$ cat src/rtl/calc_pkg.sv
// rtl/calc_pkg.sv - shared key codes, operator encodings and FSM states for the calculator
package calc_pkg;

  localparam int CALC_DATA_W     = 16;
  localparam int CALC_MAX_DIGITS = 4;
  localparam int CALC_MAX_VALUE  = 9999;

  localparam logic [3:0] KEY_ADD = 4'hA;
  localparam logic [3:0] KEY_SUB = 4'hB;
  localparam logic [3:0] KEY_CLR = 4'hC;
  localparam logic [3:0] KEY_MUL = 4'hE;
  localparam logic [3:0] KEY_EQ  = 4'hF;

  localparam logic [1:0] OP_NONE = 2'd0;
  localparam logic [1:0] OP_ADD  = 2'd1;
  localparam logic [1:0] OP_SUB  = 2'd2;
  localparam logic [1:0] OP_MUL  = 2'd3;

  typedef enum logic [2:0] {
    ENTER_A = 3'd0,
    OP_WAIT = 3'd1,
    ENTER_B = 3'd2,
    COMPUTE = 3'd3,
    RESULT  = 3'd4,
    ERROR   = 3'd5
  } state_t;

  function automatic logic is_digit(input logic [3:0] k);
    return k <= 4'd9;
  endfunction

  function automatic logic is_op(input logic [3:0] k);
    return (k == KEY_ADD) || (k == KEY_SUB) || (k == KEY_MUL);
  endfunction

  function automatic logic [1:0] key_to_op(input logic [3:0] k);
    case (k)
      KEY_ADD: return OP_ADD;
      KEY_SUB: return OP_SUB;
      KEY_MUL: return OP_MUL;
      default: return OP_NONE;
    endcase
  endfunction

endpackage

$ cat src/rtl/calc_controller_key_event.sv
// rtl/calc_controller_key_event.sv - keypad synchronizer, press-edge detect and keycode capture
module key_event (
  input  logic       clk,
  input  logic       rst,
  input  logic [3:0] keycode,
  input  logic       keypressed,
  output logic       key_valid,
  output logic [3:0] key
);

  logic       kp_meta_q, kp_meta_d;
  logic       kp_sync_q, kp_sync_d;
  logic       kp_prev_q, kp_prev_d;
  logic [3:0] code_meta_q, code_meta_d;
  logic [3:0] code_sync_q, code_sync_d;
  logic       valid_q, valid_d;
  logic [3:0] key_q, key_d;

  // Two-flop synchronizers; a single pulse on the synchronized rising edge only
  always_comb begin
    kp_meta_d   = keypressed;
    kp_sync_d   = kp_meta_q;
    kp_prev_d   = kp_sync_q;
    code_meta_d = keycode;
    code_sync_d = code_meta_q;
    valid_d     = kp_sync_q & ~kp_prev_q;
    key_d       = valid_d ? code_sync_q : key_q;
  end

  // State registers
  always_ff @(posedge clk or posedge rst) begin
    if (rst) begin
      kp_meta_q   <= 1'b0;
      kp_sync_q   <= 1'b0;
      kp_prev_q   <= 1'b0;
      code_meta_q <= 4'd0;
      code_sync_q <= 4'd0;
      valid_q     <= 1'b0;
      key_q       <= 4'd0;
    end else begin
      kp_meta_q   <= kp_meta_d;
      kp_sync_q   <= kp_sync_d;
      kp_prev_q   <= kp_prev_d;
      code_meta_q <= code_meta_d;
      code_sync_q <= code_sync_d;
      valid_q     <= valid_d;
      key_q       <= key_d;
    end
  end

  assign key_valid = valid_q;
  assign key       = key_q;

endmodule

$ cat src/rtl/calc_controller.sv
// rtl/calc_controller.sv - keypad calculator sequencer with operand registers and shift-add multiplier
module calc_controller
  import calc_pkg::*;
#(
  parameter int DATA_W     = CALC_DATA_W,
  parameter int MAX_DIGITS = CALC_MAX_DIGITS,
  parameter int MAX_VALUE  = CALC_MAX_VALUE
) (
  input  logic              clock,
  input  logic              reset,
  input  logic [3:0]        keycode,
  input  logic              keypressed,
  output logic [DATA_W-1:0] display_value,
  output logic [1:0]        op_code,
  output logic              busy,
  output logic              error,
  output logic [2:0]        state_dbg
);

  localparam int                MC_W    = $clog2(DATA_W);
  localparam logic [MC_W-1:0]   MC_LAST = MC_W'(DATA_W - 1);
  localparam logic [2:0]        MAX_CNT = 3'(MAX_DIGITS);
  localparam logic [DATA_W-1:0] TEN     = DATA_W'(10);
  localparam logic [2*DATA_W-1:0] MAX_RES = (2*DATA_W)'(MAX_VALUE);

  logic              ev;
  logic [3:0]        key;

  state_t            state_q, state_d;
  logic [DATA_W-1:0] acc_a_q, acc_a_d;
  logic [DATA_W-1:0] acc_b_q, acc_b_d;
  logic [DATA_W-1:0] disp_q, disp_d;
  logic [2:0]        count_q, count_d;
  logic [1:0]        op_q, op_d;
  logic [1:0]        next_op_q, next_op_d;
  logic              chain_q, chain_d;
  logic [2*DATA_W:0] prod_q, prod_d;
  logic [MC_W-1:0]   mul_cnt_q, mul_cnt_d;

  logic [DATA_W:0]     mul_upper;
  logic [2*DATA_W:0]   prod_step;
  logic [2*DATA_W-1:0] result;
  logic                result_bad;
  logic                done;

  key_event u_key_event (
    .clk       (clock),
    .rst       (reset),
    .keycode   (keycode),
    .keypressed(keypressed),
    .key_valid (ev),
    .key       (key)
  );

  function automatic logic [DATA_W-1:0] shift_in(input logic [DATA_W-1:0] acc, input logic [3:0] d);
    return acc * TEN + {{(DATA_W-4){1'b0}}, d};
  endfunction

  // One shift-add multiplier step (multiplier B sits in the low half) and the candidate result
  always_comb begin
    mul_upper = prod_q[2*DATA_W:DATA_W] + (prod_q[0] ? {1'b0, acc_a_q} : '0);
    prod_step = {mul_upper, prod_q[DATA_W-1:0]} >> 1;
    case (op_q)
      OP_ADD:  result = (2*DATA_W)'({1'b0, acc_a_q} + {1'b0, acc_b_q});
      OP_SUB:  result = (2*DATA_W)'(acc_a_q - acc_b_q);
      OP_MUL:  result = prod_step[2*DATA_W-1:0];
      default: result = '0;
    endcase
    result_bad = ((op_q == OP_SUB) && (acc_b_q > acc_a_q)) || (result > MAX_RES);
  end

  // Next-state and register updates; clear takes priority over everything, including completion
  always_comb begin
    state_d   = state_q;
    acc_a_d   = acc_a_q;
    acc_b_d   = acc_b_q;
    disp_d    = disp_q;
    count_d   = count_q;
    op_d      = op_q;
    next_op_d = next_op_q;
    chain_d   = chain_q;
    prod_d    = prod_q;
    mul_cnt_d = mul_cnt_q;
    done      = 1'b0;

    if (ev && key == KEY_CLR) begin
      state_d   = ENTER_A;
      acc_a_d   = '0;
      acc_b_d   = '0;
      disp_d    = '0;
      count_d   = '0;
      op_d      = OP_NONE;
      next_op_d = OP_NONE;
      chain_d   = 1'b0;
      mul_cnt_d = '0;
    end else begin
      case (state_q)
        ENTER_A: if (ev) begin
          if (is_digit(key)) begin
            if (count_q < MAX_CNT) begin
              acc_a_d = shift_in(acc_a_q, key);
              disp_d  = acc_a_d;
              count_d = count_q + 3'd1;
            end
          end else if (is_op(key)) begin
            op_d    = key_to_op(key);
            state_d = OP_WAIT;
          end
        end
        OP_WAIT: if (ev) begin
          if (is_digit(key)) begin
            acc_b_d = {{(DATA_W-4){1'b0}}, key};
            disp_d  = acc_b_d;
            count_d = 3'd1;
            state_d = ENTER_B;
          end else if (is_op(key)) begin
            op_d = key_to_op(key);
          end
        end
        ENTER_B: if (ev) begin
          if (is_digit(key)) begin
            if (count_q < MAX_CNT) begin
              acc_b_d = shift_in(acc_b_q, key);
              disp_d  = acc_b_d;
              count_d = count_q + 3'd1;
            end
          end else if (key == KEY_EQ || is_op(key)) begin
            chain_d   = is_op(key);
            next_op_d = key_to_op(key);
            prod_d    = {{(DATA_W+1){1'b0}}, acc_b_q};
            mul_cnt_d = '0;
            state_d   = COMPUTE;
          end
        end
        COMPUTE: begin
          if (op_q == OP_MUL) begin
            prod_d    = prod_step;
            mul_cnt_d = mul_cnt_q + 1'b1;
            done      = (mul_cnt_q == MC_LAST);
          end else begin
            done = 1'b1;
          end
          if (done) begin
            if (result_bad) begin
              disp_d  = '0;
              state_d = ERROR;
            end else begin
              acc_a_d = result[DATA_W-1:0];
              disp_d  = result[DATA_W-1:0];
              acc_b_d = '0;
              count_d = '0;
              op_d    = chain_q ? next_op_q : OP_NONE;
              state_d = chain_q ? OP_WAIT : RESULT;
            end
          end
        end
        RESULT: if (ev) begin
          if (is_digit(key)) begin
            acc_a_d = {{(DATA_W-4){1'b0}}, key};
            disp_d  = acc_a_d;
            count_d = 3'd1;
            state_d = ENTER_A;
          end else if (is_op(key)) begin
            op_d    = key_to_op(key);
            state_d = OP_WAIT;
          end
        end
        ERROR:   ;
        default: state_d = ENTER_A;
      endcase
    end
  end

  // State and datapath registers
  always_ff @(posedge clock or posedge reset) begin
    if (reset) begin
      state_q   <= ENTER_A;
      acc_a_q   <= '0;
      acc_b_q   <= '0;
      disp_q    <= '0;
      count_q   <= '0;
      op_q      <= OP_NONE;
      next_op_q <= OP_NONE;
      chain_q   <= 1'b0;
      prod_q    <= '0;
      mul_cnt_q <= '0;
    end else begin
      state_q   <= state_d;
      acc_a_q   <= acc_a_d;
      acc_b_q   <= acc_b_d;
      disp_q    <= disp_d;
      count_q   <= count_d;
      op_q      <= op_d;
      next_op_q <= next_op_d;
      chain_q   <= chain_d;
      prod_q    <= prod_d;
      mul_cnt_q <= mul_cnt_d;
    end
  end

  assign display_value = disp_q;
  assign op_code       = op_q;
  assign busy          = (state_q == COMPUTE);
  assign error         = (state_q == ERROR);
  assign state_dbg     = state_q;

endmodule
$ cat config.mk
export PLATFORM = sky130hd
export DESIGN_NAME = calc_controller
export DESIGN_NICKNAME = d
export VERILOG_FILES = /design/src/rtl/calc_pkg.sv /design/src/rtl/calc_controller_key_event.sv /design/src/rtl/calc_controller.sv
export SDC_FILE = /design/constraint.sdc
export NUM_CORES = 1
export LEC_CHECK = 0
export ABC_CLOCK_PERIOD_IN_PS = 5550
export CAP_MARGIN = 40
export CORE_MARGIN = 2
export CORE_UTILIZATION = 64
export CTS_CLUSTER_SIZE = 30
export DETAILED_ROUTE_END_ITERATION = 10
export MAX_ROUTING_LAYER = met4
export PLACE_DENSITY = 0.82
export SLEW_MARGIN = 0
export SYNTH_ARGS = -nofsm -noshare
export SYNTH_HDL_FRONTEND = slang
export SYNTH_SLANG_ARGS = --single-unit
$ cat constraint.sdc
create_clock -name clock -period 5.55 [get_ports clock]
set_input_delay 0.555 -clock clock [delete_from_list [all_inputs] [get_ports clock]]
set_output_delay 0.555 -clock clock [all_outputs]
set_load 0.02 [all_outputs]
=== Word-level counts from Yosys, hierarchy flattened ===
Cells that the tools add are included.
Widths: inputs -> output; s select.

* Register bits: 112
* Logic and storage cells: 185

* $add $sub $neg: 7
* Multipliers: 2
* Order comparisons: 4
* Eq/ne operators: 44
* Muxes and demuxes: 79
* Bitwise logic cells: 3
* Reductions and logical operators: 29

{| class="wikitable"
|+ Operator list
! operator !! count
|-
| $mux 16 || 18
|-
| $mux 33 || 4
|-
| $pmux 16 s3 || 2
|-
| $pmux 32 s3 || 1
|-
| $mux 3 || 22
|-
| $pmux 33 s2 || 1
|-
| $pmux 16 s4 || 1
|-
| $add 16x4->16 || 2
|-
| $gt 32x14->1 const B || 1
|-
| $mul 16x3->15 const B || 2
|-
| $ne 3x3->1 const B || 10
|-
| $ne 3x1->1 const B || 9
|-
| $eq 4x4->1 const B || 6
|-
| $mux 2 || 12
|-
| $reduce_and 8->1 || 3
|-
| $mux 4 || 5
|-
| $reduce_and 10->1 || 2
|-
| $pmux 3 s6 || 1
|-
| $add 16x16->17 || 1
|-
| $add 17x16->17 || 1
|-
| $sub 16x16->17 || 1
|-
| $gt 16x16->1 || 1
|-
| $ne 3x2->1 const B || 5
|-
| $reduce_and 6->1 || 2
|-
| other kinds (29) || 55
|}

=== Logic depth before layout (Yosys ltp) ===
Gate-level depths: netlist of run 1.

* Word-level depth: 9
* Mapped depth: 18
* Depth with buffers taken out: 15

=== Hierarchy ===
A second synthesis of run 1 with hierarchy kept.

* Cells, all modules: 1,288
* Area total of the unflattened synthesis: 10,478.8 µm²

{| class="wikitable"
|+ Modules (own cells, without submodules)
! module !! instances !! cells each !! area each (µm²)
|-
| calc_controller || 1 || 1,265 || 9,989.6
|-
| key_event || 1 || 23 || 489.2
|}

=== Worst setup path before layout of run 1 ===
Ideal clock, no wire load.

* Path kind: register to register
* Start point: register prod_q[0]
* End point: register acc_a_q[10]
* Arrival time: 4.049 ns
* Data required time: 5.425 ns
* Path slack: 1.376 ns
* Cell stages (with the launch flop): 18
* Path buffers: 2
* Clock period less this slack: 4.174 ns
* Cells stage by stage: dfrtp_1 clkbuf_1 and2_1 ha_1 inv_1 fa_1 nor2b_4 o2111ai_1 a21oi_1 o21ai_0 a2111o_1 and4bb_1 or4b_4 a21oi_4 o211ai_4 a21oi_4 buf_6 mux2_4

* Longest elaborated chain between the ends: 7

{| class="wikitable"
|+ Ends and longest elaborated chain
! element !! line !! source
|-
| start: declaration || calc_controller.sv:37 || <nowiki>logic [2*DATA_W:0] prod_q, prod_d;</nowiki>
|-
| start signal: assignment || calc_controller.sv:196 || <nowiki>prod_q <= prod_d;</nowiki>
|-
| $mux 16 || calc_controller.sv:61 || <nowiki>mul_upper = prod_q[2*DATA_W:DATA_W] + (prod_q[0] ? {1'b0, acc_a_q} : '0);</nowiki>
|-
| $add 17x16->17 || calc_controller.sv:61 ||
|-
| $pmux 32 s3 || calc_controller.sv:63 || <nowiki>case (op_q)</nowiki>
|-
| $gt 32x14->1 || calc_controller.sv:69 || <nowiki>result_bad = ((op_q == OP_SUB) && (acc_b_q > acc_a_q)) || (result > MAX_RES);</nowiki>
|-
| $logic_or 1x1->1 || calc_controller.sv:69 ||
|-
| $ne 3x2->1 (no source line) || -- ||
|-
| $reduce_and 8->1 (no source line) || -- ||
|-
| end signal: assignment || calc_controller.sv:178 || <nowiki>acc_a_q <= '0;</nowiki>
|-
| end signal: assignment || calc_controller.sv:189 || <nowiki>acc_a_q <= acc_a_d;</nowiki>
|-
| end: declaration || calc_controller.sv:30 || <nowiki>logic [DATA_W-1:0] acc_a_q, acc_a_d;</nowiki>
|}

No other way between the ends.
A chain may end at the register's enable or synchronous reset.

=== Worst setup path after layout of run 1 ===
* Start point: register prod_q[0]
* End point: register acc_a_q[0]

Same word-level chain as after synthesis.

==> results of run 1 <==
[synth_stat cells (4+ instances only)]
cell type and number:
dfrtp_1 111, nand2_1 110, nor2_1 108, a21oi_1 102, ha_1 102, o21ai_0 91, inv_1 55, xnor2_1 53
clkbuf_1 39, nand3_1 34, xor2_1 29, a21o_1 23, mux2i_1 19, nor2b_1 19, nand2b_1 18, and2_1 17
nor3_1 17, mux2_2 14, a22o_1 13, a31oi_1 12, a211oi_1 10, mux2_4 10, o21a_1 10, o211ai_1 9
o31ai_1 9, o211a_1 8, fa_1 7, nand4_1 7, a22oi_1 6, buf_4 6, or3_1 6, nand3b_1 5
o21ai_1 5, o41ai_1 5, a211o_1 4, a221oi_1 4, a32o_1 4, nor3b_1 4, o221ai_1 4, o22ai_1 4
o31a_1 4, or2_2 4
[worst min-delay path by stage]
| stage | startpoint | to | slack [ps] |
|---|---|---|---|
| 4_1_cts | u_key_event.code_meta_q[1] | u_key_event.code_sync_q[1] | 350 |
| 5_1_grt | u_key_event.code_meta_q[1] | u_key_event.code_sync_q[1] | 360 |
| 3_3_place_gp | u_key_event.kp_meta_q | u_key_event.kp_prev_d | 330 |
| 3_5_place_dp | u_key_event.code_meta_q[1] | u_key_event.code_sync_q[1] | 340 |
| 2_1_floorplan | u_key_event.code_meta_q[0] | u_key_event.code_sync_q[0] | 330 |
| 6_report | u_key_event.code_meta_q[1] | u_key_event.code_sync_q[1] | 350 |
[metrics by stage]
stage / instance area (µm²) / instances
final: 10790 / 1410
after global routing: 10790 / 1410
after CTS: 10760 / 1409
after detailed placement: 10480 / 1394
after global placement: 10470 / 1393
after floorplan: 10070 / 1194
[layout make-up]
cell class                      count  area (µm²)
Clock inverter                      3       25.02
Timing Repair Buffer               47       445.4
Multi-Input combinational cell    970        6809
Clock buffer                       12       256.5
Sequential cell                   111        2778
Fill cell                        1245        4524
Inverter                           56       212.7
Tap cell                          211       264.0
[cells in the final DEF (no fill, tap or decap), types with 14 or more instances in the layout]
cell,synthesis,final
a21oi_1,102,102
buf_4,6,17
ha_1,102,102
a21o_1,23,23
clkdlybuf4s50_1,0,29
inv_1,55,54
nor3_1,17,17
mux2_2,14,14
and2_1,17,17
nor2_1,108,108
xnor2_1,53,53
nand2_1,110,110
nor2b_1,19,19
nand2b_1,18,18
mux2i_1,19,19
o21ai_0,91,90
dfrtp_1,111,111
nand3_1,34,34
xor2_1,29,29
[per-layer routing]
layer  vias up  part of all wire [%]  GRT usage [%]
met3        98                   7.6          5.450
met4         0                   5.5          18.41
met1      4319                    43          49.16
met2       486                    44          56.16
met5         -                     0              -
li1       4306                     -              -
[power groups by stage]
stage | logic, mW | registers, mW | clock network, mW
6_report | 4.17 | 1.31 | 0.649
4_1_cts | 4.08 | 1.29 | 0.651
3_3_place_gp | 3.96 | 1.30 | 0
5_1_grt | 4.58 | 1.32 | 0.680
2_1_floorplan | 3.14 | 1.22 | 0
3_5_place_dp | 4.04 | 1.31 | 0
[sequential cells by signal, indices dropped and copies added, names as in the netlist]
name and cells:
prod_q 32, acc_a_q 16, acc_b_q 16, display_value 16
mul_cnt_q 4, u_key_event.code_meta_q 4, u_key_event.code_sync_q 4, u_key_event.key 4
count_q 3, state_dbg 3, next_op_q 2, op_code 2
chain_q 1, u_key_event.key_valid 1, u_key_event.kp_meta_q 1, u_key_event.kp_prev_d 1
u_key_event.kp_prev_q 1
[worst reg2reg max path: stages, from the launching register on]
cell,delay [ps]
dfrtp_1,570
and2_1,200
ha_1,190
inv_1,60
fa_1,440
nor2b_4,140
o2111ai_1,130
a21oi_1,260
o21ai_0,150
a2111o_1,410
and4bb_1,260
or4b_4,500
a21oi_4,190
o211ai_4,150
a21oi_4,600
mux2_2,410
[cell families (layout without fill, tap and decap cells)]
family          count (synthesis)  count (layout)  share of synthesized area, %
buf+inv                       113             118                         4.955
xor+xnor                       82              82                         7.129
mux                            43              43                         4.943
flops                         111             111                         27.57
fa+ha+maj                     109             109                         14.06
simple gates                  366             366                         17.15
compound gates                370             370                         24.19
==> impl_metrics.ini, run 1 <==
[status]
outcome = finished, final reports clean

[timing]
hold_slack_ps = 347.3
post-route-period-util_pct = 85.96
rsz0062_at_grt = no
hold_viol = 0
worst_slew_pin_slew_ps = 845.9
finalSetupTns_ps = 0
setup_viol = 0
worst_slack_ps = 779.4
period_needed_ps = 4771
maxSlewViolCount = 0
max_freq_ghz = 0.2096
skew_ps = 13.40
maxSlewHeadroom_pct = 43.40

[power]
cellLeakagePower_nw = 5.005
switching_share_pct = 49.60
sequentialPowerShare_pct = 21.4
p_clk_share_pct = 10.6
p_per_area_mw_per_mm2 = 568.1
internal-power_mw = 3.089
p_total_mw = 6.129
power_switching_mw = 3.040
peakVddDrop_mv = 0.3481
p_comb_share_pct = 68.1

[clock_tree]
postCtsSetupBuffers = 0
cts.sinks = 111
clockRootBuffer = clkbuf_16
cts_max_path_buffers = 2
cts_buffers = 9
cts_hold_buf = 0
cts_max_level = 3
clock_latency_ps = 370
clk_pin_slew_ps = 70
cts_tree = built
cts.repair.resized = 0

[critical_path]
r2r-start = prod_q[0]
cp_top_family = compound AO/OA/AOI/OAI gates
reg2reg_slack_ps = 780
critPathCapture = acc_a_q[0]
critPathBufInv = 1
critical_path_arrival_ps = 5030
worstSetupPathType = reg -> reg
critPathMaxStageDelay_ps = 600
cpMostUsedCell = a21oi_4
r2r-end = acc_a_q[0]
ff2ff_path_depth = 15
crit_fanout = 17
worstPathCellList = and2_1 -> ha_1 -> inv_1 -> fa_1 -> nor2b_4 -> o2111ai_1 -> a21oi_1 -> o21ai_0 -> a2111o_1 -> and4bb_1 -> or4b_4 -> a21oi_4 -> o211ai_4 -> a21oi_4 -> mux2_2
startpoint = prod_q[0]
start_kind = flop
cpMaxStageDelayCell = a21oi_4
cp.required_ps = 5810
crit_cells = 15
cp-end-kind = flop

[route]
drc = 0
wl_per_cell_um = 20.59
vias_per_cell = 6.531
drtPass1Iterations = 6
final_antenna_net_count = 0
vias = 9209
first_iter_violations = 875
wirelength_um = 29030

[global_route]
grt_pass1_vias = 8685
antenna_found_initial = 0
grtUsageTotal_pct = 37.18
grt_pass1_wl_um = 46550
overflow = 0
grt_max_degree = 69

[floorplan]
die_w_um = 129.5
dieArea_mm2 = 0.01676
core_mm2 = 0.01531
pin_count = 30
dieHeight_um = 129.5
placement_rows = 45
start_util_pct = 65.78

[synthesis]
synth_top_area_share_pct = 27.57
yosys_register_bits = 111
synth_fp_nets = 1310
synth_flop_cell = dfrtp_1
synth.area.top_cells = dfrtp_1 (28%), ha_1 (13%), a21oi_1 (5.1%), xnor2_1 (4.6%), o21ai_0 (4.5%)
syn_inst = 1194
yosysTopAreaCell = dfrtp_1
seq_area_frac_synth_pct = 27.57
synth_edf_count = 0
synth_area_mm2 = 0.01007
async_reset_ff_share_pct = 100.0
ys.warnings.count = 0
postSynthAreaPerCell_um2 = 8.438
ys_types = 85

[placed_design]
dp_slack_ps = 851.6
place_congestion = 1.018
portBuffers = 29
place_hpwl_um = 22100

[run]
drv_cap = 0

[final_layout]
area_growth_pct = 7.103
antenna_cells = 0
drive_gt1_share_pct = 6.505
nets = 1311
final_util_pct = 70.46

[min_path]
min_path_cells = 0
hp-class = reg -> reg
Note: power is estimated with default switching activity, not from simulation.
==> inputs of run 2 (changes only) <==
CORE_MARGIN = 4   (was 2)
CTS_BUF_LIST = sky130_fd_sc_hd__clkbuf_8 sky130_fd_sc_hd__clkbuf_16   (was unset)
SKIP_CTS_REPAIR_TIMING = 1   (was unset)
==> run 2 against run 1 <==
Net effect: flip-flop and latch count is the same; worst hold slack gained 6.7 ps; critical path depth unchanged; global-route usage shrank 3.8 points; routed wire length fell by 2.7%; final area is essentially flat; sequential share of layout area barely moved; cell count about the same; utilization rose by 0.065 points; combinational power about the same; register-to-register slack got worse by 40 ps; clock power grew 4.6%; largest power group unchanged.
==> impl_metrics.ini, run 2 (synthesis gave the netlist of run 1 again) <==
[clock_tree]
cts_buffers = 9
cts_max_level = 3
clock_latency_ps = 370
cts_max_path_buffers = 2
cts.sinks = 111
clk_pin_slew_ps = 80
clockRootBuffer = clkbuf_16
cts_tree = built

[global_route]
antenna_found_initial = 0
grt_max_degree = 68
grt.busiest_layer = met2
grt_pass1_wl_um = 46260
grt_pass1_vias = 8808
globalRouteMet1Util_pct = 44.72
grtUsageTotal_pct = 33.36
grt_util_met3_pct = 6.307
use_met2_pct = 51.33
overflow = 0

[final_layout]
antenna_cells = 0
seqCellArea_mm2 = 0.002778
regMostFlops = prod_q
largest_reg_flops = 32
fill_cells = 1273
area_growth_pct = 7.204
final_cell_mix = dfrtp_1 (111), nand2_1 (110), nor2_1 (108)
nets = 1309
layout_commonest_cell = dfrtp_1
final_util_pct = 70.52
multiInputGateArea_mm2 = 0.006809
drive_gt1_share_pct = 6.511
postLayoutCellArea_mm2 = 0.01080

[critical_path]
start_kind = flop
cp.required_ps = 5810
reg2reg_slack_ps = 740
r2r-start = prod_q[0]
crit_fanout = 17
r2r-end = acc_a_q[14]
ff2ff_path_depth = 15
critical_path_arrival_ps = 5070
startpoint = prod_q[0]
critPathCapture = acc_a_q[14]
cp-end-kind = flop
worstSetupPathType = reg -> reg

[timing]
worst_slew_pin_slew_ps = 830.8
post-route-period-util_pct = 86.65
maxSlewViolCount = 0
period_needed_ps = 4809
hold_viol = 0
rsz0062_at_grt = no
setup_viol = 0
skew_ps = 8.454
maxSlewHeadroom_pct = 44.22
finalSetupTns_ps = 0
max_freq_ghz = 0.2079

[placed_design]
place_area_mm2 = 0.01049
portBuffers = 29
place_congestion = 1.015
place_hpwl_um = 21450

[power]
sequentialPowerShare_pct = 20.8
p_clk_share_pct = 11.1
p_total_mw = 6.107
cellLeakagePower_nw = 5.003
peakVddDrop_mv = 0.3308
p_comb_share_pct = 68.1
internal-power_mw = 3.082
power_switching_mw = 3.025
p_per_area_mw_per_mm2 = 565.4
switching_share_pct = 49.54

[run]
drv_cap = 0

[route]
vias_per_cell = 6.538
drtPass1Iterations = 5
first_iter_violations = 896
wl_per_cell_um = 20.04
vias = 9212
final_antenna_net_count = 0
wirelength_um = 28240
drc = 0

[status]
outcome = finished, final reports clean

[min_path]
min_path_cells = 0
hp-class = reg -> reg

[floorplan]
pin_count = 30
core_mm2 = 0.01531
die_w_um = 133.5
placement_rows = 45
dieHeight_um = 133.5
start_util_pct = 65.78
dieArea_mm2 = 0.01781
[run 2: cell type report]
| class | count | area share [%] |
|---|---|---|
| Clock buffer | 10 | 2.213 |
| Clock inverter | 6 | 0.6256 |
| Inverter | 56 | 1.969 |
| Multi-Input combinational cell | 970 | 63.04 |
| Sequential cell | 111 | 25.72 |
| Tap cell | 211 | 2.444 |
| Timing Repair Buffer | 45 | 3.985 |
[run 2: routing by layer]
layer	vias to the layer above	part of all wire, %
met3	66	8.2
met4	0	3.3
met5	-	0
met1	4381	44
li1	4316	-
met2	449	45
[run 2: worst max-delay path, stage by stage (launching register included)]
cell and delay [ps]:
dfrtp_1 600, and2_1 190, ha_1 190, inv_1 70, fa_1 430, nor2b_4 140
o2111ai_1 140, a21oi_1 280, o21ai_0 150, a2111o_1 390, and4bb_1 260, or4b_4 490
a21oi_4 190, o211ai_4 150, a21oi_4 610, mux2_2 400
[run 2: worst min-delay path by stage]
stage	startpoint	endpoint	slack, ps
5_1_grt	u_key_event.code_meta_q[0]	u_key_event.code_sync_q[0]	370
6_report	u_key_event.kp_meta_q	u_key_event.kp_prev_d	350
4_1_cts	u_key_event.code_meta_q[0]	u_key_event.code_sync_q[0]	360
3_3_place_gp	u_key_event.kp_meta_q	u_key_event.kp_prev_d	330
3_5_place_dp	u_key_event.code_meta_q[3]	u_key_event.code_sync_q[3]	340
2_1_floorplan	u_key_event.code_meta_q[0]	u_key_event.code_sync_q[0]	330
[run 2: power groups by stage]
stage                     logic (mW)  clock network [mW]  registers [mW]
after floorplan                 3.14                   0            1.22
after global placement          3.95                   0            1.28
after detailed placement        4.05                   0            1.28
after CTS                       4.09               0.685            1.26
after global routing            4.61               0.717            1.29
final                           4.16               0.679            1.27
[run 2: per-stage QoR]
stage | hold slack, ps | cells | worst slack [ps]
finish | 354.0 | 1409 | 740.9
global route | 370.5 | 1409 | 482.8
CTS | 358.6 | 1409 | 809.0
detailed placement | 335.7 | 1393 | 828.5
global placement | 333.5 | 1391 | 999.4
floorplan | 331.2 | 1194 | 1376
